File: config.mk
export PLATFORM = sky130hd
export DESIGN_NAME = aes_key_expander
export DESIGN_NICKNAME = d
export VERILOG_FILES = /design/src/rtl/aes_pkg.sv /design/src/rtl/aes_sbox.sv /design/src/rtl/aes_key_expander.sv
export SDC_FILE = /design/constraint.sdc
export NUM_CORES = 2
export LEC_CHECK = 0
export CELL_PAD_IN_SITES_DETAIL_PLACEMENT = 2
export CELL_PAD_IN_SITES_GLOBAL_PLACEMENT = 2
export CORE_AREA = 5 5 599 601
export DETAILED_ROUTE_END_ITERATION = 12
export DIE_AREA = 0 0 604 606
export HOLD_SLACK_MARGIN = 0.02
export PLACE_DENSITY = 0.58
export SLEW_MARGIN = 0
export SYNTH_ARGS = -nofsm -noshare
export SYNTH_HDL_FRONTEND = slang
export SYNTH_SLANG_ARGS = --single-unit
File: constraint.sdc
create_clock -name clk -period 5.77 [get_ports clk]
set_clock_uncertainty 0.1 [all_clocks]
set_input_delay 1.4425 -clock clk [delete_from_list [all_inputs] [get_ports clk]]
set_output_delay 1.4425 -clock clk [all_outputs]
set_load 0.01 [all_outputs]
File: src/rtl/aes_pkg.sv
// Shared AES constants and small helpers for the key schedule and the cipher datapath.
// Word indices are 6 bits wide, which covers the AES-128 range of 0..43.
package aes_pkg;

  localparam int NK     = 4;
  localparam int NR     = 10;
  localparam int NWORDS = NK * (NR + 1);
  localparam logic [7:0] RCON_INIT = 8'h01;

  typedef enum logic {
    ST_IDLE,
    ST_EXPAND
  } state_t;

  // Multiply by x in GF(2^8), reduced by the AES polynomial.
  function automatic logic [7:0] xtime(input logic [7:0] b);
    return {b[6:0], 1'b0} ^ (b[7] ? 8'h1b : 8'h00);
  endfunction

  function automatic logic [31:0] rot_word(input logic [31:0] w);
    return {w[23:0], w[31:24]};
  endfunction

  // Bit offset of w[idx] on the expanded-key bus. Round k = idx/4 occupies
  // [128k+127:128k]. The first word of each round sits in the top 32 bits,
  // so ~idx[1:0] (equal to 3 - idx%4) selects the word position in the round.
  function automatic logic [10:0] word_lsb(input logic [5:0] idx);
    return {idx[5:2], 7'd0} + {4'd0, ~idx[1:0], 5'd0};
  endfunction

endpackage

File: src/rtl/aes_sbox.sv
// Combinational AES forward S-box: one byte in, one substituted byte out.
// The same table serves SubWord here and SubBytes in the cipher.
module aes_sbox (
  input  logic [7:0] plain,
  output logic [7:0] subst
);

  localparam logic [7:0] SBOX [256] = '{
    8'h63, 8'h7c, 8'h77, 8'h7b, 8'hf2, 8'h6b, 8'h6f, 8'hc5, 8'h30, 8'h01, 8'h67, 8'h2b, 8'hfe, 8'hd7, 8'hab, 8'h76,
    8'hca, 8'h82, 8'hc9, 8'h7d, 8'hfa, 8'h59, 8'h47, 8'hf0, 8'had, 8'hd4, 8'ha2, 8'haf, 8'h9c, 8'ha4, 8'h72, 8'hc0,
    8'hb7, 8'hfd, 8'h93, 8'h26, 8'h36, 8'h3f, 8'hf7, 8'hcc, 8'h34, 8'ha5, 8'he5, 8'hf1, 8'h71, 8'hd8, 8'h31, 8'h15,
    8'h04, 8'hc7, 8'h23, 8'hc3, 8'h18, 8'h96, 8'h05, 8'h9a, 8'h07, 8'h12, 8'h80, 8'he2, 8'heb, 8'h27, 8'hb2, 8'h75,
    8'h09, 8'h83, 8'h2c, 8'h1a, 8'h1b, 8'h6e, 8'h5a, 8'ha0, 8'h52, 8'h3b, 8'hd6, 8'hb3, 8'h29, 8'he3, 8'h2f, 8'h84,
    8'h53, 8'hd1, 8'h00, 8'hed, 8'h20, 8'hfc, 8'hb1, 8'h5b, 8'h6a, 8'hcb, 8'hbe, 8'h39, 8'h4a, 8'h4c, 8'h58, 8'hcf,
    8'hd0, 8'hef, 8'haa, 8'hfb, 8'h43, 8'h4d, 8'h33, 8'h85, 8'h45, 8'hf9, 8'h02, 8'h7f, 8'h50, 8'h3c, 8'h9f, 8'ha8,
    8'h51, 8'ha3, 8'h40, 8'h8f, 8'h92, 8'h9d, 8'h38, 8'hf5, 8'hbc, 8'hb6, 8'hda, 8'h21, 8'h10, 8'hff, 8'hf3, 8'hd2,
    8'hcd, 8'h0c, 8'h13, 8'hec, 8'h5f, 8'h97, 8'h44, 8'h17, 8'hc4, 8'ha7, 8'h7e, 8'h3d, 8'h64, 8'h5d, 8'h19, 8'h73,
    8'h60, 8'h81, 8'h4f, 8'hdc, 8'h22, 8'h2a, 8'h90, 8'h88, 8'h46, 8'hee, 8'hb8, 8'h14, 8'hde, 8'h5e, 8'h0b, 8'hdb,
    8'he0, 8'h32, 8'h3a, 8'h0a, 8'h49, 8'h06, 8'h24, 8'h5c, 8'hc2, 8'hd3, 8'hac, 8'h62, 8'h91, 8'h95, 8'he4, 8'h79,
    8'he7, 8'hc8, 8'h37, 8'h6d, 8'h8d, 8'hd5, 8'h4e, 8'ha9, 8'h6c, 8'h56, 8'hf4, 8'hea, 8'h65, 8'h7a, 8'hae, 8'h08,
    8'hba, 8'h78, 8'h25, 8'h2e, 8'h1c, 8'ha6, 8'hb4, 8'hc6, 8'he8, 8'hdd, 8'h74, 8'h1f, 8'h4b, 8'hbd, 8'h8b, 8'h8a,
    8'h70, 8'h3e, 8'hb5, 8'h66, 8'h48, 8'h03, 8'hf6, 8'h0e, 8'h61, 8'h35, 8'h57, 8'hb9, 8'h86, 8'hc1, 8'h1d, 8'h9e,
    8'he1, 8'hf8, 8'h98, 8'h11, 8'h69, 8'hd9, 8'h8e, 8'h94, 8'h9b, 8'h1e, 8'h87, 8'he9, 8'hce, 8'h55, 8'h28, 8'hdf,
    8'h8c, 8'ha1, 8'h89, 8'h0d, 8'hbf, 8'he6, 8'h42, 8'h68, 8'h41, 8'h99, 8'h2d, 8'h0f, 8'hb0, 8'h54, 8'hbb, 8'h16
  };

  assign subst = SBOX[plain];

endmodule

File: src/rtl/aes_key_expander.sv
// Sequential AES-128 key schedule: loads the cipher key, then writes one
// expanded word per clock until all 44 words are on the expanded_key bus.
module aes_key_expander
  import aes_pkg::*;
#(
  parameter int KEY_WIDTH  = 128,
  parameter int NUM_ROUNDS = 10
) (
  input  logic                            clk,
  input  logic                            rst_n,
  input  logic                            start,
  input  logic [KEY_WIDTH-1:0]            cipher_key,
  output logic [128*(NUM_ROUNDS+1)-1:0]   expanded_key,
  output logic                            busy,
  output logic                            valid
);

  if (KEY_WIDTH != 128 || NUM_ROUNDS != NR) begin : g_bad_config
    $error("aes_key_expander supports only AES-128 (KEY_WIDTH=128, NUM_ROUNDS=10)");
  end

  localparam logic [5:0] LAST_IDX = 6'(NK * (NUM_ROUNDS + 1) - 1);

  state_t                          state_reg;
  logic [5:0]                      idx_reg;
  logic [7:0]                      rcon_reg;
  logic [3:0][31:0]                win_reg;   // w[idx-4] in [0] .. w[idx-1] in [3]
  logic [128*(NUM_ROUNDS+1)-1:0]   exp_reg;
  logic                            busy_reg;
  logic                            valid_reg;

  logic [31:0] rot_word_w;
  logic [31:0] sub_word_w;
  logic [31:0] temp_word;
  logic [31:0] word_next;

  assign rot_word_w = rot_word(win_reg[3]);

  for (genvar gi = 0; gi < 4; gi++) begin : g_subword
    aes_sbox u_sbox (
      .plain (rot_word_w[8*gi +: 8]),
      .subst (sub_word_w[8*gi +: 8])
    );
  end

  always_comb begin
    temp_word = win_reg[3];
    if (idx_reg[1:0] == 2'b00) begin
      temp_word = sub_word_w ^ {rcon_reg, 24'h0};
    end
    word_next = win_reg[0] ^ temp_word;
  end

  always_ff @(posedge clk or negedge rst_n) begin
    if (!rst_n) begin
      state_reg <= ST_IDLE;
      idx_reg   <= '0;
      rcon_reg  <= RCON_INIT;
      win_reg   <= '0;
      exp_reg   <= '0;
      busy_reg  <= 1'b0;
      valid_reg <= 1'b0;
    end else if (state_reg == ST_IDLE) begin
      if (start) begin
        exp_reg[127:0] <= cipher_key;
        win_reg   <= {cipher_key[31:0], cipher_key[63:32],
                      cipher_key[95:64], cipher_key[127:96]};
        idx_reg   <= 6'd4;
        rcon_reg  <= RCON_INIT;
        busy_reg  <= 1'b1;
        valid_reg <= 1'b0;
        state_reg <= ST_EXPAND;
      end
    end else begin
      exp_reg[word_lsb(idx_reg) +: 32] <= word_next;
      win_reg <= {word_next, win_reg[3:1]};
      idx_reg <= idx_reg + 6'd1;
      if (idx_reg[1:0] == 2'b00) begin
        rcon_reg <= xtime(rcon_reg);
      end
      if (idx_reg == LAST_IDX) begin
        busy_reg  <= 1'b0;
        valid_reg <= 1'b1;
        state_reg <= ST_IDLE;
      end
    end
  end

  assign expanded_key = exp_reg;
  assign busy         = busy_reg;
  assign valid        = valid_reg;

endmodule

; ---- After elaboration in Yosys (flattened, before gate mapping)
; Memory sizes are Yosys's and may differ from the RTL's.
; Cells that the tools add are included.
[totals]
memories = 4
output_inout_bits = 1410
rom_bits = 8192
inputBits = 131
ff_bits = 1553
[classes]
shifts = 2
order_cmp = 4
eq_ne = 3
n_addsub = 3
reduce_logical = 4
n_bitwise = 8
muxes = 29
[mem_list]
columns = memory, depth, word_bits, read_ports, rd_clocked_by_memory_dff, write_ports, line_no
row1 = (name not given), 256, 8, 1, 0, 0, aes_sbox.sv:27  ; assign subst = SBOX[plain];
row2 = (name not given), 256, 8, 1, 0, 0, aes_sbox.sv:27
row3 = (name not given), 256, 8, 1, 0, 0, aes_sbox.sv:27
row4 = (name not given), 256, 8, 1, 0, 0, aes_sbox.sv:27
[op_table]
columns = op, n
row1 = 1408-bit bitwise mux, 1
row2 = 32-bit by 13-bit variable shift with 1408-bit output (first input constant), 1
row3 = 32-bit by 13-bit indexed part select with 1408-bit output, 1
row4 = 128-bit two-way mux, 4
row5 = 8-bit two-way mux, 11
row6 = 32-bit XOR, 2
row7 = 9-bit >= comparator (second input constant), 4
row8 = 8-bit inverter with 9-bit output, 4
row9 = 32-bit two-way mux, 1
row10 = 11-bit negator with 13-bit output, 1
row11 = 6-bit two-way mux, 2
row12 = 11-bit by 7-bit adder with 11-bit output, 1
row13 = 1-bit two-way mux, 9
row14 = 8-bit by 5-bit XOR with 8-bit output, 1
row15 = 6-bit by 1-bit adder with 6-bit output (second input constant), 1
row16 = 6-bit equality test (second input constant), 1
row17 = 5-bit two-way mux, 1
row18 = 2-bit by 1-bit != test with 1-bit output (second input constant), 2
row19 = 2-bit AND reduction, 2
row20 = 2-bit logical NOT, 1
row21 = 2-bit inverter, 1
row22 = 2-bit nonzero test, 1

; ---- Longest topological paths before layout
[depth]
word_depth = 10
depth_mapped = 15
ltp_nobuf = 10

; ---- Cells and area by module
; From an unflattened synthesis, not the netlist that was laid out.
[hier_totals]
hier_cells = 7047
hier_area_um2 = 72837.4
[by_module_without_submodules]
columns = mod, seq_area_each_um2, instances, cells_per_inst, area_per_inst_um2
row1 = aes_key_expander, 38863.5, 1, 4919, 59970.0
row2 = aes_sbox, 0.0, 4, 532, 3216.8

; ---- Least setup slack after synthesis
; OpenSTA, ideal clock, no wires.
[synth_path]
kind = flip-flop to flip-flop
startpoint = register win_reg (netlist bit rot_word_w[17])
endpoint = register exp_reg[789] (netlist: expanded_key[789])
slack_ns = 1.771
arrival_time_ns = 3.764
stages_incl_launch_ff = 15
synth_period_minus_slack_ns = 3.999
t_required_ns = 5.535
path_cell_list = dfrtp_1 > buf_2 > clkbuf_1 > inv_1 > ha_1 > clkbuf_1 > nand2_1 > nand3b_1 > o21ai_0 > mux4_2 > mux4_2 > mux2i_1 > xnor2_1 > clkbuf_1 > o21ai_0
[synth_via]
elab_chain_cells = 9
[synth_lines]
columns = element, line_no
row1 = "start, declared", aes_key_expander.sv:27  ; logic [3:0][31:0] win_reg;
row2 = "start signal, assigned", aes_key_expander.sv:66  ; win_reg <= {cipher_key[31:0], cipher_key[63:32],
row3 = "start signal, assigned", aes_key_expander.sv:76  ; win_reg <= {word_next, win_reg[3:1]};
row4 = 8-bit inverter with 9-bit output (implied by the code), aes_sbox.sv:27
row5 = memory read 256 x 8 bit, n/a
row6 = 8-bit two-way mux (implied by the code) (2 in a row), aes_sbox.sv:27
row7 = 32-bit XOR, aes_key_expander.sv:49  ; temp_word = sub_word_w ^ {rcon_reg, 24'h0};
row8 = 32-bit two-way mux (*), aes_key_expander.sv:48  ; if (idx_reg[1:0] == 2'b00) begin
row9 = 32-bit XOR (*), aes_key_expander.sv:51  ; word_next = win_reg[0] ^ temp_word;
row10 = 32-bit by 13-bit indexed part select with 1408-bit output (*), aes_key_expander.sv:75  ; exp_reg[word_lsb(idx_reg) +: 32] <= word_next;
row11 = 1408-bit bitwise mux (*), aes_key_expander.sv:75
row12 = "end signal, assigned by index", aes_key_expander.sv:75
row13 = "end, declared", aes_key_expander.sv:28  ; logic [128*(NUM_ROUNDS+1)-1:0] exp_reg;
; Every way passes the cells marked *; elsewhere a longest branch is shown, timed or not. The select of a mux whose other input is x is not followed.
; A chain may end at the register's enable or synchronous reset.

; ---- Worst setup path in the final report
[layout_path]
startpoint = register win_reg (netlist bit rot_word_w[0])
endpoint = register exp_reg[1248] (netlist: expanded_key[1248])
; The elaborated chain is that of the path after synthesis.

==> out/results.md <==
| Quantity | This run | Unit |
|:---|:---|:---|
| Outcome | finished clean | - |
| Cell Pwr Density | 819 | mW/mm² |
| Min-Delay Endpoint | expanded_key[454] | - |
| Max FFs per register | 1408 | - |
| Sequential share of the synthesized area | 54.1 | % |
| Worst flop-to-flop path startpoint | rot_word_w[0] | - |
| DRT antenna net count | 0 | - |
| Peak supply drop | 673 | µV |
| Async set-or-reset flop fraction in the synthesized netlist | 100 | % |
| Setup violations, final | 0 | - |
| Via count | 71400 | - |
| Maximum net fanout on the critical path | 18 | - |
| Number of register bits inferred by synthesis | 1553 | - |
| FF-to-FF path depth | 12 | - |
| Top post-synthesis cells by area | dfrtp_1 54%, o21ai_0 9.6%, nand2_1 8.4% | - |
| Number of ports placed on the die boundary | 1541 | - |
| Hold Crit Depth | 2 | - |
| Maximum achievable frequency | 194 | MHz |
| Clock root buffer | clkbuf_16 | - |
| Maximum root-to-sink buffer count | 4 | - |
| Die Width | 604 | µm |
| Number of global-route vias before repair | 74200 | - |
| Post-DR wirelength/cell | 36.9 | µm |
| Post-Syn Area | 0.0719 | mm² |
| Fraction of layout cells with a size suffix above 1 | 9.79 | % |
| Half-perimeter wire length after detailed placement | 372 | mm |
| Vertical extent of the die | 606 | µm |
| H-tree level count | 4 | - |
| Routed WL | 514 | mm |
| Sum Neg Setup Slack | 0 | ns |
| Final RePlAce weighted congestion | 0.933 | - |
| Number of distinct standard cells referenced by the synthesized netlist | 101 | - |
| Count of warnings emitted by yosys | 0 | - |
| Core ar. | 0.352 | mm² |
| Vias per Instance | 5.13 | - |
| Total global-route track usage | 26.8 | % |
| I/O Buffers | 1540 | - |
| Maximum number of pins on one net before global-route repair | 147 | - |
| MaxCap Viol Count | 0 | - |
| Total count of max-transition violations in the final report | 0 | - |
| Clk network pwr share | 15.5 | % |
| Number of antenna violations at the first check in global routing | 75 | - |
| Leakage power summed over all cells | 41.6 | nW |
| Critical Path RT | 6.35 | ns |
| Per-instance average area after synthesis | 9.34 | µm² |
| 1st-iter DRT viols | 6093 | - |
| Top_reg_cell synth | dfrtp_1 | - |
| Post-CTS clock slew at the launch and capture registers of the worst setup and hold paths | 0.06 | ns |
| Cell type contributing the most total cell area after synthesis | dfrtp_1 | - |
| Pre-Repair DR Iteration Count | 5 | - |
| Capture point of the worst reg-to-reg path | expanded_key[1248] | - |
| Critical Path Start Type | flip-flop | - |
| Post-CTS Hold Fix Bufs | 0 | - |
| Post-synthesis net count | 7892 | - |
| Final layout net count | 9190 | - |
| TritonCTS Sinks | 1553 | - |
| Worst EP arrival | 5.75 | ns |
| Switching power as a share of total power | 53.2 | % |
| Final worst hold slack | 0.379 | ns |
| CTS tree | done | - |
| Number of flops mapped to enable cells by yosys | 0 | - |
| Critical Setup Path Class | reg2reg | - |
| Die Footprint | 0.366 | mm² |
| Number of standard-cell rows in the floorplan | 218 | - |
| Switching component of the power | 43.8 | mW |
| Hold path startpoint | expanded_key[454] | - |
| Unrepaired setup endpoints after global routing | no | - |
| Part of the total power dissipated in sequential elements | 22.9 | % |
| Skew-Pair Late Insertion Delay | 0.86 | ns |
| Transition time of the tightest slew-check pin | 1.37 | ns |
| Congestion Overflow GR | 0 | - |
| Critical path endpoint category | flip-flop | - |
| Starting Density | 20.4 | % |
| Internal power | 38.5 | mW |
| Minimum setup slack among reg-to-reg paths | 0.61 | ns |
| Number of CTS-inserted buffers | 193 | - |
| Cells after synthesis | 7700 | - |
| Synth-to-Final Area Change | 39.8 | % |
| Worst hold path class | reg2reg | - |
| Period Utilization, post-route | 89.5 | % |
| Relative max-transition margin | 8.49 | % |
| Post-cts resize count | 0 | - |
| Min cycle time layout | 5.16 | ns |
| Share of total power in combinational logic | 61.6 | % |
| Share of the synthesized area in the top cell type | 54.0 | % |
| Hold violation total from the final report | 0 | - |
| Number of buffers added for setup after CTS | 0 | - |
| Wire length of the first global-routing pass | 686 | mm |
| Post-route DRC violation count | 0 | - |
[layout by cell type, fill, tap and decap left out, types with 27 or more instances in the layout]
cell	n
a21oi_1	321
o21ai_0	1374
dfrtp_1	1539
a211oi_1	50
nand2_2	28
clkdlybuf4s50_1	1539
clkbuf_8	56
o311ai_0	27
buf_4	268
mux2i_1	32
o211ai_1	35
mux4_2	83
o31ai_1	85
a31oi_1	67
nand2b_1	91
inv_1	39
nor2b_1	85
clkinv_2	31
a221oi_1	85
nor2_1	255
a311oi_1	29
clkbuf_16	194
buf_12	57
and3_1	57
o22ai_1	96
a22oi_1	84
diode_2	38
nand2_1	1584
nor3_1	69
nand3_1	95
clkbuf_1	38
ha_1	60
o21ai_1	146
and2_1	36
[final cells by class]
type                       instances  area, µm²
clock buffer                     288       5770
timing repair buffer            1865      18600
inverter                          56        220
antenna                           38       95.1
fill                           38800     252000
multi-input combinational       5329      30300
clock inverter                    60        796
sequential                      1553      38900
tap                             4730       5920
[critical path: stages, from the launching register on]
cell	delay (ns)
dfrtp_1	0.37
inv_1	0.44
ha_1	0.72
nor2b_1	0.36
nor2_1	0.12
mux4_2	0.46
mux4_2	0.52
nand2_1	0.11
a31oi_1	0.09
buf_4	0.19
xnor2_4	1.03
buf_12	0.29
o21ai_0	0.13
[cell families (layout without fill, tap and decap cells)]
group,after synthesis,count (layout),synth area share (%)
DFF,1553,1553,54.1
buffers and inverters,818,2269,4.68
muxes,134,134,3.34
other,0,38,0
adders and majority gates,61,61,1.06
and+or+nand+nor,2472,2472,14.9
AOI/OAI and AO/OA,2623,2623,21.4
xor gates and xnor gates,39,39,0.548
[routing by layer]
layer  vias to the layer above  wire length, µm  track usage [%]
met5                         -               41                0
met3                       695            33100             5.38
met1                     38300           205000             32.7
li1                      29700                -                -
met2                      2704           247000             45.1
met4                         6            28500             13.1
[worst max-delay path by stage]
stage	startpoint	to	slack, ns	depth (start not counted)
2_1_floorplan	rot_word_w[17]	expanded_key[789]	1.77	14
3_3_place_gp	rot_word_w[0]	expanded_key[1376]	0.64	12
3_5_place_dp	rot_word_w[0]	expanded_key[160]	0.56	12
4_1_cts	rot_word_w[0]	expanded_key[1248]	0.55	12
5_1_grt	rot_word_w[0]	expanded_key[1248]	0.38	12
6_report	rot_word_w[0]	expanded_key[1248]	0.61	12
[power by group through the flow]
stage	Combinational [mW]	Sequential [mW]	Clock (mW)
after global placement	50.4	18.7	0
after detailed placement	50.9	18.9	0
after floorplan	17.6	19.1	0
final	50.7	18.8	12.8
after global routing	52.5	19.2	13.5
after CTS	51.1	18.8	13.1
[per-stage QoR]
step | utilization (%) | instances | setup slack [ns] | instance area, µm² | total power, mW
final | 28.6 | 13900 | 0.606 | 101000 | 82.3
after global routing | 28.5 | 13900 | 0.379 | 100000 | 85.2
after CTS | 28.5 | 13900 | 0.554 | 100000 | 82.9
after detailed placement | 26.7 | 13500 | 0.563 | 93900 | 69.8
after global placement | 26.7 | 13500 | 0.645 | 93900 | 69.1
after floorplan | - | 7700 | 1.77 | 71900 | 36.7
[cell usage after synthesis (17+ instances only)]
cell / count
nand2_1: 1613
dfrtp_1: 1552
o21ai_0: 1374
clkbuf_1: 570
a21oi_1: 323
nor2_1: 265
o21ai_1: 146
buf_2: 128
nand3_1: 101
o22ai_1: 96
nand2b_1: 92
nor2b_1: 86
a221oi_1: 85
o31ai_1: 85
a22oi_1: 84
mux4_2: 83
nor3_1: 74
a31oi_1: 70
ha_1: 61
and3_1: 57
a211oi_1: 50
inv_1: 42
and2_1: 36
o211ai_1: 35
buf_1: 32
mux2i_1: 32
a311oi_1: 29
o311ai_0: 27
buf_4: 26
nor3b_1: 25
or2_2: 24
or3_1: 22
mux2_2: 19
nand4_1: 18
xnor2_1: 18
a21o_1: 17
o221ai_1: 17
o311a_1: 17
Power figures use the tool's default switching activity.
